$ cat config.mk
export PLATFORM = sky130hd
export DESIGN_NAME = z80_io_master
export DESIGN_NICKNAME = d
export VERILOG_FILES = /design/src/rtl/z80_bus_pkg.sv /design/src/rtl/z80_tstate_timer.sv /design/src/rtl/z80_io_master.sv
export SDC_FILE = /design/constraint.sdc
export NUM_CORES = 1
export LEC_CHECK = 0
export CAP_MARGIN = 5
export CORE_ASPECT_RATIO = 0.6
export CORE_UTILIZATION = 30
export CTS_BUF_LIST = sky130_fd_sc_hd__clkbuf_4 sky130_fd_sc_hd__clkbuf_8
export CTS_CLUSTER_SIZE = 8
export DETAILED_ROUTE_END_ITERATION = 10
export PLACE_DENSITY_LB_ADDON = 0.1
export SYNTH_ARGS = -nofsm -noshare
export SYNTH_HDL_FRONTEND = slang
export SYNTH_SLANG_ARGS = --single-unit
$ cat constraint.sdc
create_clock -name clk -period 2.15 [get_ports clk]
set_clock_uncertainty 0.05 [all_clocks]
set_input_delay 0.43 -clock clk [delete_from_list [all_inputs] [get_ports clk]]
set_output_delay 0.43 -clock clk [all_outputs]
set_load 0.1 [all_outputs]
$ cat src/rtl/z80_bus_pkg.sv
// Shared Z80 I/O bus definitions: FSM state encoding, T-state / half-state
// indices and the VDP port base address used by the master and its bench.
package z80_bus_pkg;

  // Bus cycle states of the I/O master.
  typedef enum logic [2:0] {
    IDLE = 3'd0,
    T1   = 3'd1,
    T2   = 3'd2,
    TW   = 3'd3,
    T3   = 3'd4,
    REC  = 3'd5
  } z80_state_t;

  // T-state positions inside an I/O cycle with no extra waits.
  localparam int T1_IDX             = 0;
  localparam int T2_IDX             = 1;
  localparam int TW_IDX             = 2;
  localparam int T3_IDX             = 3;
  localparam int T_STATES_PER_CYCLE = 4;

  // Half-state indices within one T-state.
  localparam logic PHASE_FIRST  = 1'b0;
  localparam logic PHASE_SECOND = 1'b1;

  // VDP I/O window base (ports 0x98..0x9B).
  localparam logic [7:0] PORT_VDP_BASE = 8'h98;

  // Ceiling on extra TW states when wait_n is honoured.
  localparam logic [7:0] MAX_EXTRA_WAITS = 8'd255;

endpackage

$ cat src/rtl/z80_tstate_timer.sv
// Half-T-state timer: counts HALF_CLKS clocks per half and toggles the phase
// bit at the end of every half. Restarted by the FSM when a request is accepted.
module z80_tstate_timer
  import z80_bus_pkg::*;
#(
  parameter int HALF_CLKS = 4,
  parameter int CW        = 2
) (
  input  logic          clk,
  input  logic          reset_n,
  input  logic          restart,
  output logic          half_tick,
  output logic          phase,
  output logic [CW-1:0] cnt
);

  localparam logic [CW-1:0] CNT_LAST = CW'(HALF_CLKS - 1);

  assign half_tick = (cnt == CNT_LAST);

  // Free-running half counter with phase toggle; restart zeroes both.
  always_ff @(posedge clk or negedge reset_n) begin
    if (!reset_n) begin
      cnt   <= '0;
      phase <= PHASE_FIRST;
    end else if (restart) begin
      cnt   <= '0;
      phase <= PHASE_FIRST;
    end else if (half_tick) begin
      cnt   <= '0;
      phase <= ~phase;
    end else begin
      cnt   <= cnt + CW'(1);
    end
  end

endmodule

$ cat src/rtl/z80_io_master.sv
// Z80 I/O bus initiator: turns single-word local requests into IN/OUT cycles
// (T1, T2, TW, T3, optional recovery). Every bus output is a register whose
// next value is decoded from the FSM's next state and the timer's next phase,
// so pins line up exactly with the T-state boundaries.
// Build option: define Z80_IO_WAIT_EN to honour wait_n (up to 255 extra TWs,
// sticky wait_timeout output); otherwise wait_n is ignored and one TW is used.
//
// Handshake: a request is taken on any clock where req & ready; wr/port/wdata
// are latched on that edge, ready drops on that edge, T1 starts the next
// clock. req while ready=0 is ignored and nothing is queued.
module z80_io_master
  import z80_bus_pkg::*;
#(
  parameter int         HALF_CLKS  = 4,
  parameter logic [7:0] PORT_BASE  = PORT_VDP_BASE,
  parameter int         RECOVERY_T = 1
) (
  input  logic       clk,
  input  logic       reset_n,
  input  logic       req,
  output logic       ready,
  input  logic       wr,
  input  logic [1:0] port,
  input  logic [7:0] wdata,
  output logic [7:0] rdata,
  output logic       done,
  output logic [7:0] addr,
  output logic       iorq_n,
  output logic       rd_n,
  output logic       wr_n,
  output logic [7:0] cd_o,
  output logic       cd_oe,
  input  logic [7:0] cd_i,
  input  logic       wait_n,
  input  logic       int_n,
  output logic       int_pending,
  output z80_state_t dbg_state
`ifdef Z80_IO_WAIT_EN
  ,
  output logic       wait_timeout
`endif
);

  localparam int            CW         = (HALF_CLKS > 1) ? $clog2(HALF_CLKS) : 1;
  localparam logic [CW-1:0] CNT_PENULT = CW'(HALF_CLKS - 2);
  localparam logic [2:0]    REC_LAST   = 3'(RECOVERY_T - 1);

  z80_state_t    state_q, state_d;
  logic          wr_q;
  logic [2:0]    rec_q, rec_d;
  logic          accept, t_end, phase_d;
  logic          half_tick, phase;
  logic [CW-1:0] cnt;
  logic          strobe_d, oe_d, done_d, rd_cap;

`ifdef Z80_IO_WAIT_EN
  logic [7:0]    extra_q, extra_d;
  logic          timeout_d;
`else
  logic          unused_wait;
  assign unused_wait = wait_n;
`endif

  assign dbg_state = state_q;

  z80_tstate_timer #(
    .HALF_CLKS (HALF_CLKS),
    .CW        (CW)
  ) u_timer (
    .clk       (clk),
    .reset_n   (reset_n),
    .restart   (accept),
    .half_tick (half_tick),
    .phase     (phase),
    .cnt       (cnt)
  );

  // Next-state logic: T-states advance at the end of the second half.
  always_comb begin
    accept  = req && (state_q == IDLE);
    t_end   = half_tick && (phase == PHASE_SECOND);
    phase_d = accept ? PHASE_FIRST : (half_tick ? ~phase : phase);
    state_d = state_q;
    rec_d   = rec_q;
`ifdef Z80_IO_WAIT_EN
    extra_d   = extra_q;
    timeout_d = wait_timeout;
`endif
    case (state_q)
      IDLE: begin
        if (accept) begin
          state_d = T1;
`ifdef Z80_IO_WAIT_EN
          extra_d = '0;
`endif
        end
      end
      T1: if (t_end) state_d = T2;
      T2: if (t_end) state_d = TW;
      TW: begin
        if (t_end) begin
`ifdef Z80_IO_WAIT_EN
          if (!wait_n && (extra_q != MAX_EXTRA_WAITS)) begin
            extra_d = extra_q + 8'd1;
          end else begin
            if (!wait_n) timeout_d = 1'b1;
            state_d = T3;
          end
`else
          state_d = T3;
`endif
        end
      end
      T3: begin
        if (t_end) begin
          rec_d   = '0;
          state_d = (RECOVERY_T == 0) ? IDLE : REC;
        end
      end
      REC: begin
        if (t_end) begin
          if (rec_q == REC_LAST) state_d = IDLE;
          else                   rec_d   = rec_q + 3'd1;
        end
      end
      default: state_d = IDLE;
    endcase
  end

  // Decode of the next bus pin values from the next state and phase.
  always_comb begin
    strobe_d = (state_d == T2) || (state_d == TW) ||
               ((state_d == T3) && (phase_d == PHASE_FIRST));
    oe_d     = wr_q && (((state_d == T1) && (phase_d == PHASE_SECOND)) ||
                        (state_d == T2) || (state_d == TW) || (state_d == T3));
    done_d   = (state_q == T3) && (phase == PHASE_SECOND) && (cnt == CNT_PENULT);
    rd_cap   = !wr_q && (state_q == T3) && (phase == PHASE_FIRST) && half_tick;
  end

  // FSM and request latch registers.
  always_ff @(posedge clk or negedge reset_n) begin
    if (!reset_n) begin
      state_q <= IDLE;
      rec_q   <= '0;
      wr_q    <= 1'b0;
`ifdef Z80_IO_WAIT_EN
      extra_q      <= '0;
      wait_timeout <= 1'b0;
`endif
    end else begin
      state_q <= state_d;
      rec_q   <= rec_d;
      if (accept) wr_q <= wr;
`ifdef Z80_IO_WAIT_EN
      extra_q      <= extra_d;
      wait_timeout <= timeout_d;
`endif
    end
  end

  // Registered bus pins, handshake outputs and read data capture.
  always_ff @(posedge clk or negedge reset_n) begin
    if (!reset_n) begin
      ready  <= 1'b1;
      done   <= 1'b0;
      rdata  <= '0;
      addr   <= '0;
      iorq_n <= 1'b1;
      rd_n   <= 1'b1;
      wr_n   <= 1'b1;
      cd_o   <= '0;
      cd_oe  <= 1'b0;
    end else begin
      ready  <= (state_d == IDLE);
      done   <= done_d;
      iorq_n <= ~strobe_d;
      rd_n   <= ~(strobe_d && !wr_q);
      wr_n   <= ~(strobe_d && wr_q);
      cd_oe  <= oe_d;
      if (accept) begin
        addr <= {PORT_BASE[7:2], port};
        cd_o <= wdata;
      end
      if (rd_cap) rdata <= cd_i;
    end
  end

  // Interrupt request flag, independent of the bus FSM.
  always_ff @(posedge clk or negedge reset_n) begin
    if (!reset_n) int_pending <= 1'b0;
    else          int_pending <= ~int_n;
  end

endmodule

# [Yosys cells after proc, flatten, opt, wreduce, memory -nomap -nowiden]
# Index checks and enable logic that the tools add are counted.
[totals] regBits=36 in_bits=24 output_inout_bits=34 wordCells=76
[classes] addsub=2 n_eq_ne=14 mux=16 bitwise_logic=6 reduce_logical=23
[ops] cell="$mux 3" count=10
[ops] cell="$pmux 3 s6" count=1
[ops] cell="$eq 3x2->1 const B" count=4
[ops] cell="$logic_and 1x1->1" count=12
[ops] cell="$eq 3x3->1 const B" count=3
[ops] cell="$logic_not 3->1" count=3
[ops] cell="$eq 3x1->1 const B" count=2
[ops] cell="$ne 2x2->1 const B" count=3
[ops] cell="$not 1->1" count=6
[ops] cell="$pmux 3 s2" count=1
[ops] cell="$logic_or 1x1->1" count=5
[ops] cell="$eq 2x2->1 const B" count=2
[ops] cell="$mux 2" count=2
[ops] cell="$reduce_and 4->1" count=1
[ops] cell="$add 3x1->3 const B" count=1
[ops] cell="$add 2x1->2 const B" count=1
[ops] cell="$mux 1" count=2
[ops] cell="$reduce_bool 2->1" count=1
[ops] cell="$logic_not 1->1" count=1

# [Depth between registers and ports, before layout]
[depth] ltp_word=10 ltp_mapped=8

# [Hierarchy]
# Synthesis repeated with hierarchy kept, for this count alone.
[unflattened] hier_cells=126 area_unflattened_um2=1575.3
[by_module_without_submodules] mod="z80_io_master" n_inst=1 cells_per_inst=118 area_per_inst_um2=1463.9 seq_area_each_um2=830.8
[by_module_without_submodules] mod="z80_tstate_timer" n_inst=1 cells_per_inst=8 area_per_inst_um2=111.4 seq_area_each_um2=75.1

# [Worst setup path before layout]
# Ideal clock, no wire load.
[synth_path] kind="register to register" startpoint="reg state_q[0], in the netlist dbg_state[0]" endpoint="reg cd_o[2]" setup_ps=128 arrival_time_ps=1979 setup_slack_ps=-7 path_stages_with_launch=5 cell_sequence="dfrtp_1 buf_2 nor4b_4 buf_4 mux2_1"
[synth_via] elab_chain_cells=2
[synth_lines] element="from (decl)" line="z80_io_master.sv:48" rtl="z80_state_t state_q, state_d;"
[synth_lines] element="from (signal assigned)" line="z80_io_master.sv:151" rtl="state_q <= state_d;"
[synth_lines] element="$logic_not 3->1" line="z80_io_master.sv:80" rtl="accept = req && (state_q == IDLE);"
[synth_lines] element="$logic_and 1x1->1" line="z80_io_master.sv:80"
[synth_lines] element="to (signal assigned)" line="z80_io_master.sv:182" rtl="cd_o <= wdata;"
[synth_lines] element="to (decl)" line="z80_io_master.sv:31" rtl="output logic [7:0] cd_o,"
# Every way passes these cells.
# A chain may end at the register's enable or synchronous reset.

# [Final worst setup path]
[layout_path] startpoint="reg u_timer.cnt[0]" endpoint="reg cd_oe"
[layout_via] elab_chain_cells=10
[layout_lines] element="from (decl)" line="z80_tstate_timer.sv:14" rtl="output logic [CW-1:0] cnt"
[layout_lines] element="from (signal assigned)" line="z80_tstate_timer.sv:33" rtl="cnt <= cnt + CW'(1);"
[layout_lines] element="$eq 2x2->1 *" line="z80_tstate_timer.sv:19" rtl="assign half_tick = (cnt == CNT_LAST);"
[layout_lines] element="$logic_and 1x1->1 *" line="z80_io_master.sv:81" rtl="t_end = half_tick && (phase == PHASE_SECOND);"
[layout_lines] element="$mux 3 (on tied branches)"
[layout_lines] element="$pmux 3 s6 *" line="z80_io_master.sv:89" rtl="case (state_q)"
[layout_lines] element="named net state_d[0]" line="z80_io_master.sv:48"
[layout_lines] element="$eq 3x1->1" line="z80_io_master.sv:134" rtl="oe_d = wr_q && (((state_d == T1) && (phase_d == PHASE_SECOND)) ||"
[layout_lines] element="$logic_and 1x1->1" line="z80_io_master.sv:134"
[layout_lines] element="$logic_or 1x1->1" line="z80_io_master.sv:134"
[layout_lines] element="$logic_or 1x1->1" line="z80_io_master.sv:135" rtl="(state_d == T2) || (state_d == TW) || (state_d == T3));"
[layout_lines] element="$logic_or 1x1->1 *" line="z80_io_master.sv:135"
[layout_lines] element="$logic_and 1x1->1 *" line="z80_io_master.sv:134"
[layout_lines] element="named net oe_d" line="z80_io_master.sv:54" rtl="logic strobe_d, oe_d, done_d, rd_cap;"
[layout_lines] element="to (signal assigned)" line="z80_io_master.sv:172" rtl="cd_oe <= 1'b0;"
[layout_lines] element="to (signal assigned)" line="z80_io_master.sv:179" rtl="cd_oe <= oe_d;"
[layout_lines] element="to (decl)" line="z80_io_master.sv:32" rtl="output logic cd_oe,"
# Mark *: on every way through the listed nets, which the timed path passes. The rest lies on a longest branch.

==> out/results.tsv <==
metric	value	unit
status	completed	
wl	3090	um
grt_pass1_vias	1023	
period_minus_slack	2.00	ns
cp.arrival	2.14	ns
path_cells	ha_2, ha_1, or2_0, maj3_2, and3_1, a311oi_2	
hold_violations	0	
holdBufCountCts	0	
area_growth_syn_to_layout	47.4	%
num_antenna_cells	0	
tightest_slew	0.568	ns
worstSetupStartpointType	flip-flop	
cts_sinks	36	
async_reset_ff_share	100	%
avgSynthCellArea	13.0	um^2
finalNetCount	209	
hold_class	input pin to asynchronous set/reset pin	
critPathLaunch	u_timer.cnt[0]	
antenna_found_initial	0	
synthFlopType	dfrtp_1	
syn-cell-area	0.00158	mm^2
grt_overflow	0	
ys_seq_area_share	57.2	%
yosys-top-cells-area	dfrtp_1 51%, mux2_2 10%, dfstp_2 6.6%	
gp_congestion	0.759	
drc	0	
synth_edf_count	0	
ant_nets	0	
dp_hpwl	2300	um
final_layout_size_suffix_gt1_share	40.3	%
die_w	95.8	um
crit_required	2.29	ns
grt_setup_unrepaired	no	
fmaxAchievable	501	MHz
fin_crit_sh	92.8	%
viasPerCell	4.32	
io_pins	58	
num_vias	1066	
synth.top_cell.area_share	50.6	%
clockBufferDepth	2	
routedWlPerCell	12.5	um
numPortBuffers	53	
worst-r2r-setup-slack	0.15	ns
multi_input_area	621	um^2
cp.depth	6	
r2r_end	cd_oe	
worst_slack	0.155	ns
fillers	474	
setup-violations-final	0	
coreArea	0.00508	mm^2
crit_type	flip-flop to flip-flop	
dr.pass1.iters	4	
slew_headroom	62.0	%
clkTransAtPathRegs	0.08	ns
cpPeakStageDelay	0.41	ns
rows	20	
grt.total_usage	12.5	%
die_y	58.3	um
slew_violations	0	
grt_max_degree	24	
place_ws	0.132	ns
root_buffer	clkbuf_8	
grt_pass1_wl	5080	um
critPathCaptureType	flip-flop	
worstPathMaxFanout	3	
start_util	31.2	%
ys_types	33	
drv_cap	0	
clk_latency	0.28	ns
r2r-start	u_timer.cnt[0]	
crit_buf_inv	0	
critical_path.top_delay_family	adder cells	
drt-initial-drc-count	37	
yosysTopAreaCell	dfrtp_1	
worstRegToRegCells	6	
ys_warn_count	0	
cts_buffers	5	
ys_ff_latch	36	
regArea	907	um^2
synthesis.instances	122	
htree_levels	2	
setup.worst_path.end	cd_oe	
slowest_stage	dfrtp_1	
die_area	0.00558	mm^2
cts_tree	done	
final.setup.tns	0	ns
[kinds of logic after synthesis]
group,count (synthesis),synth area share [%]
adder cells (fa/ha/maj),6,4.66
other,1,0.237
flip-flops,36,57.2
AO/OA/AOI/OAI,15,7.98
AND/OR/NAND/NOR,28,10.4
buffers and inverters,17,6.01
multiplexers,19,13.5
[worst min-delay path by stage]
stage	depth (start not counted)	endpoint	from	slack, ns
2_1_floorplan	0	addr[0]	reset_n	0.08
3_3_place_gp	1	rdata[5]	reset_n	0.39
3_5_place_dp	1	rdata[5]	reset_n	0.40
4_1_cts	1	u_timer.phase	reset_n	0.09
5_1_grt	1	u_timer.phase	reset_n	0.10
6_report	1	addr[1]	reset_n	0.07
[metal layers]
layer  up-vias  share of wire [%]  global-route usage (%)
met4         0               0.78                    4.48
met3         2                8.1                    4.86
li1        525                  -                       -
met1       500                 50                    17.4
met5         -                  0                       0
met2        39                 41                    17.6
[per-stage QoR]
step | area [um^2] | hold WS, ns | cells | util (%)
after global routing | 2330 | 0.102 | 247 | 45.9
final | 2330 | 0.0716 | 247 | 45.9
after global placement | 2190 | 0.388 | 239 | 43.1
after detailed placement | 2190 | 0.399 | 239 | 43.1
after CTS | 2300 | 0.0862 | 247 | 45.3
after floorplan | 1590 | 0.0844 | 124 | -
[state kept, by name, indices dropped and copies added (netlist names), 2 cells and up]
signal and cells:
addr 3, rdata 8, rec_q 3, dbg_state 3
u_timer.cnt 2, cd_o 8
[cell type report]
type	count	area share [%]
timing repair buffer	57	24.8
multi-input combinational	71	26.6
tap	66	3.54
clock inverter	3	1.82
inverter	9	1.45
sequential	36	38.9
clock buffer	5	2.95
[synth_stat cells (2+ instances only)]
cell type and instances:
dfrtp_1 32, mux2_2 14, inv_1 7, nor2_1 7, buf_4 6, ha_1 5
mux2_1 5, dfstp_2 4, nand2_1 4, nor2b_1 4, a311oi_2 3, nand3_1 3
o21ai_0 3, a21o_1 2, and3_1 2, inv_2 2, nor3_1 2, o21ai_1 2
[what timing repair did]
action / CTS / global route
setup buffers: 0 / 0
endpoints found under the setup margin: 0 / 4
gates resized for setup: 0 / 4
[placed cells by master (no fill, tap or decap), types with 2 or more instances in the layout]
| master | count |
|---|---|
| inv_2 | 2 |
| buf_4 | 27 |
| conb_1 | 3 |
| mux2_1 | 5 |
| and3_1 | 2 |
| nand3_1 | 3 |
| o21ai_1 | 2 |
| buf_12 | 8 |
| ha_1 | 4 |
| dfstp_2 | 4 |
| mux2_2 | 14 |
| a21o_1 | 2 |
| dfrtp_1 | 31 |
| nor3_1 | 2 |
| nor2b_1 | 4 |
| clkbuf_8 | 5 |
| a311oi_4 | 2 |
| o21ai_0 | 3 |
| inv_1 | 7 |
| nor2_1 | 7 |
| clkdlybuf4s50_1 | 21 |
| nand2_1 | 4 |
Power is not shown: default switching activity piles up to over one toggle a cycle in this logic, so the estimate is an artifact.
